### src/rtl/dcache_miss_engine_pkg.sv
// Shared data-cache types: address fields, cache entry, RAM handshake and miss-engine states.
package dcache_miss_engine_pkg;

  localparam int unsigned WORD_W      = 32;
  localparam int unsigned CACHE_WORDS = 2;
  localparam int unsigned CACHE_TAG_W = 26;
  localparam int unsigned CACHE_IDX_W = 3;
  localparam int unsigned CACHE_BLK_W = 1;
  localparam int unsigned CACHE_BYT_W = 2;
  localparam int unsigned WORD_COUNT  = CACHE_BLK_W;

  typedef logic [WORD_W-1:0] word_t;

  typedef enum logic [1:0] {
    FREE   = 2'd0,
    BUSY   = 2'd1,
    ACCESS = 2'd2,
    ERROR  = 2'd3
  } ramstate_t;

  typedef struct packed {
    logic [CACHE_TAG_W-1:0] tag;
    logic [CACHE_IDX_W-1:0] idx;
    logic [CACHE_BLK_W-1:0] blkoff;
    logic [CACHE_BYT_W-1:0] bytoff;
  } dcachef_t;

  typedef struct packed {
    logic                     v;
    logic                     dirty;
    logic [CACHE_TAG_W-1:0]   tag;
    word_t [CACHE_WORDS-1:0]  data;
  } dcache_entry;

  typedef enum logic [1:0] {
    IDLE = 2'd0,
    WB   = 2'd1,
    FILL = 2'd2,
    DONE = 2'd3
  } miss_state_t;

endpackage

### src/rtl/dcache_miss_engine.sv
// Miss handler: writes back a dirty victim, then fetches the missing block word by word
// over the single-word RAM port and hands a clean entry back to the cache controller.
module dcache_miss_engine
  import dcache_miss_engine_pkg::*;
#(
  parameter int unsigned WORDS  = CACHE_WORDS,
  parameter int unsigned DTAG_W = CACHE_TAG_W,
  parameter int unsigned DIDX_W = CACHE_IDX_W,
  parameter int unsigned DBLK_W = WORD_COUNT
) (
  input  logic        CLK,
  input  logic        RST,
  input  logic        miss_req,
  input  dcachef_t    miss_addr,
  input  dcache_entry victim,
  output logic        busy,
  output logic        fill_valid,
  output dcache_entry fill_entry,
  output logic        ram_ren,
  output logic        ram_wen,
  output logic [31:0] ram_addr,
  output word_t       ram_store,
  input  word_t       ram_load,
  input  ramstate_t   ram_state
);

  miss_state_t         state, state_next;
  logic [DBLK_W-1:0]   wcnt, wcnt_next;
  logic [DTAG_W-1:0]   req_tag;
  logic [DIDX_W-1:0]   req_idx;
  logic [DTAG_W-1:0]   vic_tag;
  word_t [WORDS-1:0]   vic_data;
  word_t [WORDS-1:0]   line_buf;
  word_t [WORDS-1:0]   fill_data;
  logic                accept;
  logic                last_word;
  logic                ram_done;

  // Byte and block offsets of the miss address play no part in block-granular transfers.
  logic unused_addr_bits;
  assign unused_addr_bits = ^{miss_addr.blkoff, miss_addr.bytoff};

  assign last_word = (wcnt == DBLK_W'(WORDS - 1));
  assign ram_done  = (ram_state == ACCESS);

  // State, word counter and latched request/victim/fetched data.
  always_ff @(posedge CLK) begin
    if (RST) begin
      state      <= IDLE;
      wcnt       <= '0;
      req_tag    <= '0;
      req_idx    <= '0;
      vic_tag    <= '0;
      vic_data   <= '0;
      line_buf   <= '0;
      fill_entry <= '0;
    end else begin
      state <= state_next;
      wcnt  <= wcnt_next;
      if (accept) begin
        req_tag  <= miss_addr.tag;
        req_idx  <= miss_addr.idx;
        vic_tag  <= victim.tag;
        vic_data <= victim.data;
      end
      if (state == FILL && ram_done) begin
        line_buf[wcnt] <= ram_load;
        if (last_word) begin
          fill_entry.v     <= 1'b1;
          fill_entry.dirty <= 1'b0;
          fill_entry.tag   <= req_tag;
          fill_entry.data  <= fill_data;
        end
      end
    end
  end

  // Next-state and RAM/handshake decode from the registered state only.
  always_comb begin
    state_next = state;
    wcnt_next  = wcnt;
    accept     = 1'b0;
    busy       = 1'b0;
    fill_valid = 1'b0;
    ram_ren    = 1'b0;
    ram_wen    = 1'b0;
    ram_addr   = '0;
    ram_store  = '0;
    fill_data  = line_buf;

    case (state)
      IDLE: begin
        if (miss_req) begin
          accept     = 1'b1;
          wcnt_next  = '0;
          state_next = (victim.v && victim.dirty) ? WB : FILL;
        end
      end
      WB: begin
        busy      = 1'b1;
        ram_wen   = 1'b1;
        ram_addr  = 32'({vic_tag, req_idx, wcnt, 2'b00});
        ram_store = vic_data[wcnt];
        if (ram_done) begin
          if (last_word) begin
            wcnt_next  = '0;
            state_next = FILL;
          end else begin
            wcnt_next = wcnt + DBLK_W'(1);
          end
        end
      end
      FILL: begin
        busy            = 1'b1;
        ram_ren         = 1'b1;
        ram_addr        = 32'({req_tag, req_idx, wcnt, 2'b00});
        fill_data[wcnt] = ram_load;
        if (ram_done) begin
          if (last_word) begin
            state_next = DONE;
          end else begin
            wcnt_next = wcnt + DBLK_W'(1);
          end
        end
      end
      DONE: begin
        busy       = 1'b1;
        fill_valid = 1'b1;
        state_next = IDLE;
      end
      default: state_next = IDLE;
    endcase
  end

endmodule

### config.mk
export PLATFORM = sky130hd
export DESIGN_NAME = dcache_miss_engine
export DESIGN_NICKNAME = d
export VERILOG_FILES = /design/src/rtl/dcache_miss_engine_pkg.sv /design/src/rtl/dcache_miss_engine.sv
export SDC_FILE = /design/constraint.sdc
export NUM_CORES = 1
export LEC_CHECK = 0
export ABC_CLOCK_PERIOD_IN_PS = 2100
export CORE_MARGIN = 4
export CORE_UTILIZATION = 47
export CTS_BUF_LIST = sky130_fd_sc_hd__clkbuf_2
export DETAILED_ROUTE_END_ITERATION = 7
export PLACE_DENSITY = 0.83
export SYNTH_ARGS = -nofsm -noshare
export SYNTH_HDL_FRONTEND = slang
export SYNTH_SLANG_ARGS = --single-unit
export TNS_END_PERCENT = 100
### constraint.sdc
create_clock -name CLK -period 2.1 [get_ports CLK]
set_input_delay 0.63 -clock CLK [delete_from_list [all_inputs] [get_ports CLK]]
set_output_delay 0.63 -clock CLK [all_outputs]
set_load 0.1 [all_outputs]
# == Word-level counts from Yosys, hierarchy flattened ==
# Cells that the tools add are included.
# word_totals
regBits,277
in_bits,161
output_inout_bits,160
elab_cells,61
# classes
n_addsub,1
n_lt_le_gt_ge,2
n_eq_ne,9
mux,27
n_reduce_logical,9
# op_table
op,n
$mux W32,4
$bwmux W64,1
$mux W64,1
$pmux W32 S2,1
$demux W32 S1,1
$mux W2,6
$mux W1,11
$ne A2 B2 Y1 const B,5
$pmux W2 S4,1
$eq A2 B2 Y1 const B,3
$reduce_and A5 Y1,1
$reduce_and A4 Y1,1
$logic_and A1 B1 Y1,3
$pmux W1 S3,1
$reduce_bool A3 Y1,1
$reduce_or A3 Y1,1
$eq A2 B1 Y1 const B,1
$logic_not A2 Y1,1
$lt A1 B2 Y1 const B,1
$reduce_and A2 Y1,1
$add A1 B1 Y1 const B,1
$ge A1 B1 Y1 const B,1

# == Depth between registers and ports, before layout ==
# depth
ltp_word,6
ltp_mapped,7
depth_no_buf,6

# == Least setup slack after synthesis ==
# Ideal clock, no wire load.
# synth_timing
kind,register -> output
startpoint,reg state[0]
endpoint,out ram_addr[10]
t_arrival_ns,3.306
t_required_ns,1.470
path_slack_ns,-1.836
path_stages_with_launch,7
path_buffers,2
path_cell_list,dfxtp_1 -> inv_1 -> ha_1 -> buf_2 -> buf_1 -> a22oi_1 -> nor2b_1
# synth_via
elab_chain_cells,2
elab_cells_between_ends,3
cone_classes,2 x eq/ne; 1 x mux
# synth_rtl
element,line,text
start: declaration,dcache_miss_engine.sv:27,"miss_state_t state, state_next;"
start signal: assignment,dcache_miss_engine.sv:58,state <= state_next;
$eq A2 B2 Y1 / $eq A2 B1 Y1 (equally long branches),dcache_miss_engine.sv:91,case (state)
$pmux W32 S2 *,dcache_miss_engine.sv:91,
end: declaration,dcache_miss_engine.sv:21,"output logic [31:0] ram_addr,"
# Every way passes the cells marked *; elsewhere a longest branch is shown, timed or not.

# == Final worst setup path ==
# layout_timing
startpoint,reg state[0]
endpoint,out ram_addr[25]
# Same word-level chain as after synthesis.

==> impl_metrics.json <==
{
  "cts_num_sinks": 245,
  "cp-end-kind": "output port",
  "io_pins": 321,
  "cts_tree": "built",
  "stdcell_count": 1868,
  "clockRootBuffer": "clkbuf_2",
  "ys_seq_area_frac": 0.511,
  "fp-row-count": 52,
  "h-tree-depth": 2,
  "finalPower_mw": 13.5,
  "gp_congestion": 0.857,
  "cp_max_fo": 7,
  "synth_area_per_cell_um2": 7.81,
  "final_nets": 1729,
  "cp-start-kind": "register",
  "arrival_ns": 2.17,
  "core_um2": 20200,
  "ys_warn_count": 0,
  "netlist_area_um2": 9600,
  "crit_required_ns": 1.47,
  "first_global_vias": 10078,
  "skew_ns": 0.0362,
  "setup_slack_ns": -0.705,
  "layout-drive-gt1-share": 0.319,
  "die_x_um": 151,
  "fin_crit_ns": 2.80,
  "dp.cells": 1746,
  "antenna_found_initial": 1,
  "hp-class": "input pin to register",
  "synthCells": 1230,
  "failed_checks": "setup timing",
  "clk_path_buf_depth": 3,
  "finalHoldViolCount": 0,
  "wl_per_cell_um": 18.2,
  "p_leak_nw": 5.84,
  "drt-initial-drc-count": 567,
  "syn2layout_area_growth_pct": 68.9,
  "slew_violations": 0,
  "clock_latency_ns": 0.84,
  "synth-seq-cells": 245,
  "drtAntennaViolNets": 0,
  "postCtsHoldBufs": 0,
  "grt_first_pass_wirelength_um": 51700,
  "first_pass_iters": 6,
  "grt_max_degree": 50,
  "power_density_nw_per_um2": 834,
  "vias_per_cell": 5.35,
  "rsz0062_at_grt": "yes",
  "drt_wl_total_um": 33900,
  "cts_buffers": 61,
  "status": "complete, but fails checks",
  "track_usage": 0.285,
  "setup_viol": 66,
  "overflow": 0,
  "post-route-period-util": 1.34,
  "place_hpwl_um": 22000,
  "ys_types": 28,
  "remaining_drc_errors": 0,
  "die_height_um": 151,
  "max_freq_mhz": 357,
  "path_clk_slew_ns": 0.12,
  "cap_viol_max_count": 0,
  "vias": 9994,
  "critical_path_class": "register to output port",
  "dieArea_um2": 22800,
  "port_buffers": 314,
  "initial_core_util": 0.476,
  "vdd_drop_max_mv": 0.540
}
report_power, final:
group	internal, mW	leakage (nW)	switching (mW)
clock network	1.37	0.415	1.88
logic	2.10	3.38	2.70
registers	5.11	2.04	0.380
total	8.57	5.84	4.95
registers in the layout, indices dropped and copies added, names as in the netlist:
register / cells
fill_entry: 91
vic_data: 64
line_buf: 32
req_tag: 26
vic_tag: 26
req_idx: 3
state: 2
last_word: 1
timing repair:
item,in CTS,in global routing
gates cloned,3,1
resized for setup,140,9
buffers inserted,11,12
pin swaps,21,7
endpoints found under the setup margin,157,144
final cells by class:
| cell class | count | area [µm²] |
|---|---|---|
| diodes | 1 | 2.50 |
| clock buffers | 91 | 455 |
| clock inverters | 6 | 75.1 |
| fillers | 1151 | 3950 |
| inverters | 4 | 22.5 |
| multi-input cells | 879 | 4840 |
| flip-flops and latches | 245 | 5030 |
| well taps | 270 | 338 |
| repair buffers | 372 | 5460 |
layout by cell type (no fill, tap or decap), drive strengths merged, types with 5 or more instances in the layout:
cell type	count
nand2	484
dfxtp	245
a21oi	242
buf	215
clkdlybuf4s50	156
clkbuf	92
nor2b	61
mux2i	34
a22oi	26
nor2	8
and2	5
ha	5
inv	5
cells in the mapped netlist, drive strengths merged:
master    n  share of area
nand2   484           0.19
ha        5         0.0065
o221ai    1        0.00091
dfxtp   245           0.51
a21oi   242           0.13
nand3     1         0.0010
o22ai     1        0.00065
and3      1        0.00065
nor2b    61          0.040
o22a      1        0.00091
nor2      8         0.0031
inv       4         0.0016
nand2b    1        0.00065
mux2i    34          0.035
a221oi    1        0.00091
buf      54          0.035
conb      1        0.00039
and2      5         0.0033
clkbuf   50          0.020
nand3b    1        0.00078
o21a      1        0.00078
o211ai    1        0.00078
a22oi    26          0.020
and3b     1        0.00091
logic make-up after synthesis:
| group | count (synthesis) | synth area share |
|---|---|---|
| AND/OR/NAND/NOR | 563 | 0.239 |
| AO/OA/AOI/OAI | 274 | 0.151 |
| flip-flops | 245 | 0.511 |
| buffers and inverters | 108 | 0.0563 |
| multiplexers | 34 | 0.0354 |
| adder cells (fa/ha/maj) | 5 | 0.00651 |
| other | 1 | 0.000390 |
worst paths after layout:
check	from	slack, ns	cells after the start	end
max	state[0]	-0.70	6	ram_addr[25]
min	RST	0.19	2	state[1]
max reg2reg	state[1]	0.26	7	fill_entry[48]
min reg2reg	line_buf[13]	0.43	2	fill_entry[13]
per-layer routing:
metal  GRT usage  share of wire  up-vias
met2       0.500           0.50      488
met1       0.305           0.36     4722
met3      0.0919          0.096      116
met4       0.151          0.049        0
li1            -              -     4668
met5           0              0        -
per-stage QoR:
stage	setup slack [ns]	utilization	hold slack, ns	setup TNS (ns)	cell area, µm²
after detailed placement	-0.190	0.750	0.443	-15.82	15100
after floorplan	-0.278	-	0.432	-14.44	10200
after global routing	-0.808	0.804	0.138	-50.71	16200
final	-0.705	0.804	0.194	-41.83	16200
after global placement	-0.105	0.750	0.436	-10.06	15100
after CTS	-0.796	0.800	0.114	-47.74	16100
critical path, cell delays in order, from the launching register on:
cell	delay, ns
dfxtp_4	0.41
inv_6	0.05
ha_4	0.20
buf_12	0.16
a22oi_2	0.24
nor2b_4	0.08
buf_12	0.17
Power figures use the tool's default switching activity.
